`src/rtl/axil_master.sv`:
```
// axil_master: turns single-beat word commands into AXI4-Lite write/read transactions, one in flight.
// Latency: accept at cycle 0, AW/W/AR valid at cycle 1, B/R ready at cycle 2, response at cycle 3 (slave always ready).
// Backpressure: cmd_ready only in IDLE; the response is held stable until rsp_ready. AXIL_MASTER_ERR_COUNT_EN adds err_count.
module axil_master #(
    parameter int DATA_WIDTH = 32,
    parameter int ADDR_WIDTH = 10
) (
    input  logic                      axi_clock,
    input  logic                      rst,
    // command side
    input  logic                      cmd_valid,
    output logic                      cmd_ready,
    input  logic                      cmd_we,
    input  logic [ADDR_WIDTH-1:0]     cmd_addr,
    input  logic [DATA_WIDTH-1:0]     cmd_wdata,
    input  logic [DATA_WIDTH/8-1:0]   cmd_wstrb,
    // response side
    output logic                      rsp_valid,
    input  logic                      rsp_ready,
    output logic                      rsp_we,
    output logic [DATA_WIDTH-1:0]     rsp_rdata,
    output logic [1:0]                rsp_resp,
    // AW channel
    output logic [ADDR_WIDTH+1:0]     m_axil_awaddr,
    output logic [2:0]                m_axil_awprot,
    output logic                      m_axil_awvalid,
    input  logic                      m_axil_awready,
    // W channel
    output logic [DATA_WIDTH-1:0]     m_axil_wdata,
    output logic [DATA_WIDTH/8-1:0]   m_axil_wstrb,
    output logic                      m_axil_wvalid,
    input  logic                      m_axil_wready,
    // B channel
    input  logic [1:0]                m_axil_bresp,
    input  logic                      m_axil_bvalid,
    output logic                      m_axil_bready,
    // AR channel
    output logic [ADDR_WIDTH+1:0]     m_axil_araddr,
    output logic [2:0]                m_axil_arprot,
    output logic                      m_axil_arvalid,
    input  logic                      m_axil_arready,
    // R channel
    input  logic [DATA_WIDTH-1:0]     m_axil_rdata,
    input  logic [1:0]                m_axil_rresp,
    input  logic                      m_axil_rvalid,
    output logic                      m_axil_rready
`ifdef AXIL_MASTER_ERR_COUNT_EN
    ,
    output logic [15:0]               err_count
`endif
);

    localparam logic [2:0] S_IDLE   = 3'd0;
    localparam logic [2:0] S_WRITE  = 3'd1;
    localparam logic [2:0] S_WAIT_B = 3'd2;
    localparam logic [2:0] S_READ   = 3'd3;
    localparam logic [2:0] S_WAIT_R = 3'd4;
    localparam logic [2:0] S_RESP   = 3'd5;

    logic [2:0]              state_q,  state_d;
    logic                    we_q,     we_d;
    logic [ADDR_WIDTH-1:0]   addr_q,   addr_d;
    logic [DATA_WIDTH-1:0]   wdata_q,  wdata_d;
    logic [DATA_WIDTH/8-1:0] wstrb_q,  wstrb_d;
    // AW and W complete independently; each pending bit clears on its own handshake
    logic                    aw_pend_q, aw_pend_d;
    logic                    w_pend_q,  w_pend_d;
    logic [DATA_WIDTH-1:0]   rdata_q,  rdata_d;
    logic [1:0]              resp_q,   resp_d;

    // Next-state and payload capture for the single outstanding transaction
    always_comb begin
        state_d   = state_q;
        we_d      = we_q;
        addr_d    = addr_q;
        wdata_d   = wdata_q;
        wstrb_d   = wstrb_q;
        aw_pend_d = aw_pend_q;
        w_pend_d  = w_pend_q;
        rdata_d   = rdata_q;
        resp_d    = resp_q;
        case (state_q)
            S_IDLE: begin
                if (cmd_valid) begin
                    we_d    = cmd_we;
                    addr_d  = cmd_addr;
                    wdata_d = cmd_wdata;
                    wstrb_d = cmd_wstrb;
                    // writes report zero read data; reads overwrite this on capture
                    rdata_d = '0;
                    if (cmd_we) begin
                        aw_pend_d = 1'b1;
                        w_pend_d  = 1'b1;
                        state_d   = S_WRITE;
                    end else begin
                        state_d   = S_READ;
                    end
                end
            end
            S_WRITE: begin
                if (aw_pend_q && m_axil_awready) aw_pend_d = 1'b0;
                if (w_pend_q && m_axil_wready)   w_pend_d  = 1'b0;
                if (!aw_pend_d && !w_pend_d)     state_d   = S_WAIT_B;
            end
            S_WAIT_B: begin
                if (m_axil_bvalid) begin
                    resp_d  = m_axil_bresp;
                    state_d = S_RESP;
                end
            end
            S_READ: begin
                if (m_axil_arready) state_d = S_WAIT_R;
            end
            S_WAIT_R: begin
                if (m_axil_rvalid) begin
                    rdata_d = m_axil_rdata;
                    resp_d  = m_axil_rresp;
                    state_d = S_RESP;
                end
            end
            S_RESP: begin
                if (rsp_ready) state_d = S_IDLE;
            end
            default: state_d = S_IDLE;
        endcase
    end

    // State and payload registers; reset abandons any in-flight transaction
    always_ff @(posedge axi_clock) begin
        if (rst) begin
            state_q   <= S_IDLE;
            we_q      <= 1'b0;
            addr_q    <= '0;
            wdata_q   <= '0;
            wstrb_q   <= '0;
            aw_pend_q <= 1'b0;
            w_pend_q  <= 1'b0;
            rdata_q   <= '0;
            resp_q    <= 2'b00;
        end else begin
            state_q   <= state_d;
            we_q      <= we_d;
            addr_q    <= addr_d;
            wdata_q   <= wdata_d;
            wstrb_q   <= wstrb_d;
            aw_pend_q <= aw_pend_d;
            w_pend_q  <= w_pend_d;
            rdata_q   <= rdata_d;
            resp_q    <= resp_d;
        end
    end

`ifdef AXIL_MASTER_ERR_COUNT_EN
    logic [15:0] err_cnt_q;
    logic        err_evt;

    assign err_evt = ((state_q == S_WAIT_B) && m_axil_bvalid && (m_axil_bresp != 2'b00)) ||
                     ((state_q == S_WAIT_R) && m_axil_rvalid && (m_axil_rresp != 2'b00));

    // Saturating count of non-OKAY responses
    always_ff @(posedge axi_clock) begin
        if (rst) begin
            err_cnt_q <= '0;
        end else if (err_evt && (err_cnt_q != 16'hFFFF)) begin
            err_cnt_q <= err_cnt_q + 16'd1;
        end
    end

    assign err_count = err_cnt_q;
`endif

    // All outputs decode directly from registers, so payloads stay stable under valid
    assign cmd_ready      = (state_q == S_IDLE);
    assign rsp_valid      = (state_q == S_RESP);
    assign rsp_we         = we_q;
    assign rsp_rdata      = rdata_q;
    assign rsp_resp       = resp_q;
    assign m_axil_awaddr  = {addr_q, 2'b00};
    assign m_axil_awprot  = 3'b000;
    assign m_axil_awvalid = (state_q == S_WRITE) && aw_pend_q;
    assign m_axil_wdata   = wdata_q;
    assign m_axil_wstrb   = wstrb_q;
    assign m_axil_wvalid  = (state_q == S_WRITE) && w_pend_q;
    assign m_axil_bready  = (state_q == S_WAIT_B);
    assign m_axil_araddr  = {addr_q, 2'b00};
    assign m_axil_arprot  = 3'b000;
    assign m_axil_arvalid = (state_q == S_READ);
    assign m_axil_rready  = (state_q == S_WAIT_R);

endmodule

```
`config.mk`:
```
export PLATFORM = sky130hd
export DESIGN_NAME = axil_master
export DESIGN_NICKNAME = d
export VERILOG_FILES = /design/src/rtl/axil_master.sv
export SDC_FILE = /design/constraint.sdc
export NUM_CORES = 1
export LEC_CHECK = 0
export ABC_CLOCK_PERIOD_IN_PS = 2500
export CAP_MARGIN = 20
export CORE_ASPECT_RATIO = 1.75
export CORE_MARGIN = 5
export CORE_UTILIZATION = 41
export CTS_CLUSTER_DIAMETER = 200
export CTS_CLUSTER_SIZE = 14
export DETAILED_ROUTE_END_ITERATION = 6
export PLACE_DENSITY = 0.85
export SYNTH_ARGS = -nofsm -noshare
export SYNTH_HDL_FRONTEND = slang
export SYNTH_SLANG_ARGS = --single-unit
```
`constraint.sdc`:
```
create_clock -name axi_clock -period 2.5 [get_ports axi_clock]
set_input_delay 0.75 -clock axi_clock [delete_from_list [all_inputs] [get_ports axi_clock]]
set_output_delay 0.75 -clock axi_clock [all_outputs]
set_load 0.005 [all_outputs]
```
# After elaboration in Yosys (flattened, before gate mapping)
# Index checks and enable logic that the tools add are counted.
[totals] word_cells=59 ff_bits=86 inputBits=92 out_inout_bits=108
[classes] eq_ne=12 n_mux=22 reduce_logical=16
[ops] cell="two-way mux 32 bit" count=2
[ops] cell="one-hot mux 32 bit (2 select lines)" count=1
[ops] cell="two-way mux 3 bit" count=6
[ops] cell="one-hot mux 3 bit (6 select lines)" count=1
[ops] cell="AND reduction 3 bit" count=3
[ops] cell="inequality test 2 bit, second input constant" count=4
[ops] cell="== test 3 x 2 -> 1 bit, second input constant" count=2
[ops] cell="== test 3 bit, second input constant" count=2
[ops] cell="two-way mux 1 bit" count=6
[ops] cell="two-way mux 2 bit" count=3
[ops] cell="inequality test 2 x 1 -> 1 bit, second input constant" count=3
[ops] cell="AND reduction 6 bit" count=1
[ops] cell="nonzero test 2 bit" count=3
[ops] cell="logical AND 1 bit" count=5
[ops] cell="one-hot mux 1 bit (2 select lines)" count=2
[ops] cell="one-hot mux 2 bit (2 select lines)" count=1
[ops] cell="== test 3 x 1 -> 1 bit, second input constant" count=1
[ops] cell="logical NOT 3 bit" count=1
[ops] cell="logical NOT 1 bit" count=2
[ops] cell="AND reduction 2 bit" count=1

# Logic depth before layout (Yosys ltp)
[logic_depth] word_depth=7 ltp_mapped=6 ltp_nobuf=5

# Least setup slack after synthesis
# OpenSTA, ideal clock, no wires.
[synth_timing] path_kind="register to output" from="register state_q[2]" to="output port rsp_valid" required_ps=1750 slack_ps=715 arrival_ps=1035 path_buffers=3 stages_incl_launch_ff=5 path_cell_list="dfxtp_1 -> buf_6 -> buf_2 -> buf_2 -> and2_1"
[synth_between] elab_chain_len=1
[synth_rtl] element="start: declaration" line_no="60" text="logic [2:0] state_q, state_d;"
[synth_rtl] element="start signal: assignment" line_no="141" text="state_q <= state_d;"
[synth_rtl] element="== test 3 bit" line_no="174" text="assign rsp_valid = (state_q == S_RESP);"
[synth_rtl] element="end: declaration" line_no="18" text="output logic rsp_valid,"
# No other way between the ends.

# Worst setup path in the final report
[layout_timing] from="register state_q[0]" to="output port m_axil_rready"
[layout_between] elab_chain_len=1
[layout_rtl] element="== test 3 bit" line_no="188" text="assign m_axil_rready = (state_q == S_WAIT_R);"
[layout_rtl] element="end: declaration" line_no="46" text="output logic m_axil_rready"
# No other way between the ends.

==> impl_metrics.py <==
metrics = {
    "worst_hold_path": {
        "hp-class": "reg -> reg",
    },
    "critical_path": {
        "end_kind": "output pin",
        "cp-start-kind": "register",
        "critPathKind": "reg -> out",
        "crit_required_ns": 1.75,
        "ff2ff_setup_slack_ns": 0.67,
        "crit_path_max_fanout": 9,
        "crit_arrival_ns": 1.65,
    },
    "grt": {
        "first_global_vias": 3554,
        "grt_start_max_net_pins": 46,
        "grtUsageMet1_pct": 19.6,
        "antenna_found_initial": 0,
        "grt_overflow": 0,
        "grtUsageMet3_pct": 5.34,
        "grt_pass1_wl_um": 16600,
        "grt_usage_pct": 19.8,
        "met2_usage_pct": 36.1,
        "grt.busiest_layer": "met2",
    },
    "drt": {
        "wl_per_cell_um": 15.0,
        "viasPerCell": 4.97,
        "drc": 0,
        "dr.pass1.iters": 4,
        "antenna_left": 0,
        "dr.first_iter.drc_count": 143,
        "vias": 3571,
        "wl_um": 10800,
    },
    "yosys": {
        "synth-simple-area-share_pct": 24.3,
        "synth_adder_area_share_pct": 0,
        "yosysUniqueCellTypes": 34,
        "synth_enable_flop_cells": 0,
        "synth_compound_gate_area_share_pct": 15.0,
        "ys.flop_type": "dfxtp_1",
        "ys_seq_area_share_pct": 49.1,
        "synth_xor_area_share_pct": 0,
        "async_flop_share_pct": 0,
        "avgSynthCellArea_um2": 8.05,
        "yosys_register_bits": 86,
        "synth_mux_area_share_pct": 0.893,
        "synth_top_family_by_area": "simple AND/OR/NAND/NOR gates",
        "ys.warnings.count": 0,
        "netlist_area_um2": 3500,
        "postSynthCellCount": 435,
    },
    "timing": {
        "setup_violations": 0,
        "fmax_ghz": 0.417,
        "finalCritPeriodShare_pct": 96.0,
        "min_period_ns": 2.40,
        "fin_skew_ns": 0.00586,
        "fin_hold_ws_ns": 0.449,
        "max_slew_margin_pct": 55.4,
        "tightest_slew_ns": 0.669,
        "rsz0062_at_grt": "no",
        "finalHoldViolCount": 0,
        "slew_violations": 0,
        "final.setup.tns_ns": 0,
    },
    "floorplan": {
        "die_w_um": 79.9,
        "die_y_um": 132,
        "ioPinCount": 200,
        "rows": 44,
        "core-area_um2": 8310,
        "die_area_um2": 10600,
        "initial_core_util_pct": 42.1,
    },
    "placement": {
        "portBuffers": 189,
        "dpl.cell_count": 703,
        "dp_hpwl_um": 8110,
        "gp_congestion": 0.759,
    },
    "clocking": {
        "cts.root.buffer_cell": "clkbuf_16",
        "htreeDepth": 3,
        "cts_tree": "built",
        "clk_pin_slew_ns": 0.06,
        "numClockSinks": 86,
        "clk_path_buf_depth": 2,
        "numCtsBuffers": 9,
        "postCtsSetupBuffers": 0,
        "insertion_delay_ns": 0.33,
    },
    "layout": {
        "stdcell_count": 718,
        "final_cell_mix": "clkdlybuf4s50_1, nand2_1, dfxtp_1",
        "n_antenna_cell": 0,
        "area_growth_pct": 62.8,
        "nNetsFinal": 691,
        "final_common_cell": "clkdlybuf4s50_1",
        "layout-drive-gt1-share_pct": 6.97,
    },
    "power_and_ir_drop": {
        "leakage_nw": 2.03,
        "power_density_nw_per_um2": 874,
        "finalPower_mw": 4.99,
        "ir_drop_uv": 628,
    },
    "status": {
        "status": "finished clean",
    },
    "run": {
        "cap_violations": 0,
    },
}
==> area by class of cell <==
type	count	area [um2]
clock buffers	12	256
clock inverters	3	67.6
fillers	664	2610
inverters	5	18.8
multi-input cells	296	1470
flip-flops and latches	86	1730
well taps	115	144
repair buffers	201	2030
==> path summary, 6_finish.rpt <==
check	start	end	cells past startpoint
min reg2reg	rsp_rdata[23]	rsp_rdata[23]	2
min	rsp_rdata[23]	rsp_rdata[23]	2
max reg2reg	state_q[2]	rsp_rdata[8]	6
max	state_q[0]	m_axil_rready	5
==> worst max-delay path, cell delays in order (launching register included) <==
cell and delay (ns):
dfxtp_2 0.37, buf_4 0.17, nor2_4 0.11, nand2_2 0.09, inv_2 0.09, clkdlybuf4s50_1 0.50
==> per-layer routing <==
| metal | part of all wire (%) | routed length [um] |
|---|---|---|
| met1 | 35 | 3790 |
| met2 | 53 | 5700 |
| met4 | 4.0 | 431 |
| met3 | 8.0 | 867 |
| met5 | 0 | 0 |
==> per-stage QoR <==
step	utilization (%)	setup slack, ns	cell area, um2
2_1_floorplan	-	0.715	3540
3_3_place_gp	64.5	0.319	5360
3_5_place_dp	64.5	0.270	5360
4_1_cts	68.5	0.0319	5690
5_1_grt	68.6	0.0130	5700
6_report	68.6	0.0993	5700
==> sequential cells by signal, indices dropped and copies added (netlist names) <==
register / flops
addr_q: 10
aw_pend_q: 1
m_axil_wstrb: 4
w_pend_q: 1
rsp_we: 1
rsp_rdata: 32
rsp_resp: 2
m_axil_wdata: 32
state_q: 3
==> repair_timing <==
item	in CTS	in global routing
hold buffers	0	0
cloned	0	0
endpoints found under the setup margin	6	2
gates resized for setup	4	3
==> cells by family after synthesis <==
family          Yosys count
other cells               1
mux                       3
simple gates            190
flops                    86
buf+inv                  62
compound gates           93
==> synth_stat cells, types with 3 or more instances <==
| master | n | area, um2 |
|---|---|---|
| nand2_1 | 136 | 510 |
| dfxtp_1 | 86 | 1720 |
| a21oi_1 | 82 | 410 |
| nand4_1 | 32 | 200 |
| buf_4 | 22 | 165 |
| clkbuf_1 | 16 | 60.1 |
| buf_2 | 13 | 65.1 |
| buf_6 | 5 | 56.3 |
| inv_1 | 4 | 15.0 |
| nor2_1 | 4 | 15.0 |
| nand2b_1 | 3 | 18.8 |
| o21ai_0 | 3 | 15.0 |
==> power by group <==
part           switching [mW]  internal (mW)  total (mW)
Clock                   0.502          0.924        1.43
Sequential              0.170           1.60        1.77
Combinational           0.877          0.912        1.79
Note: power is estimated with default switching activity, not from simulation.
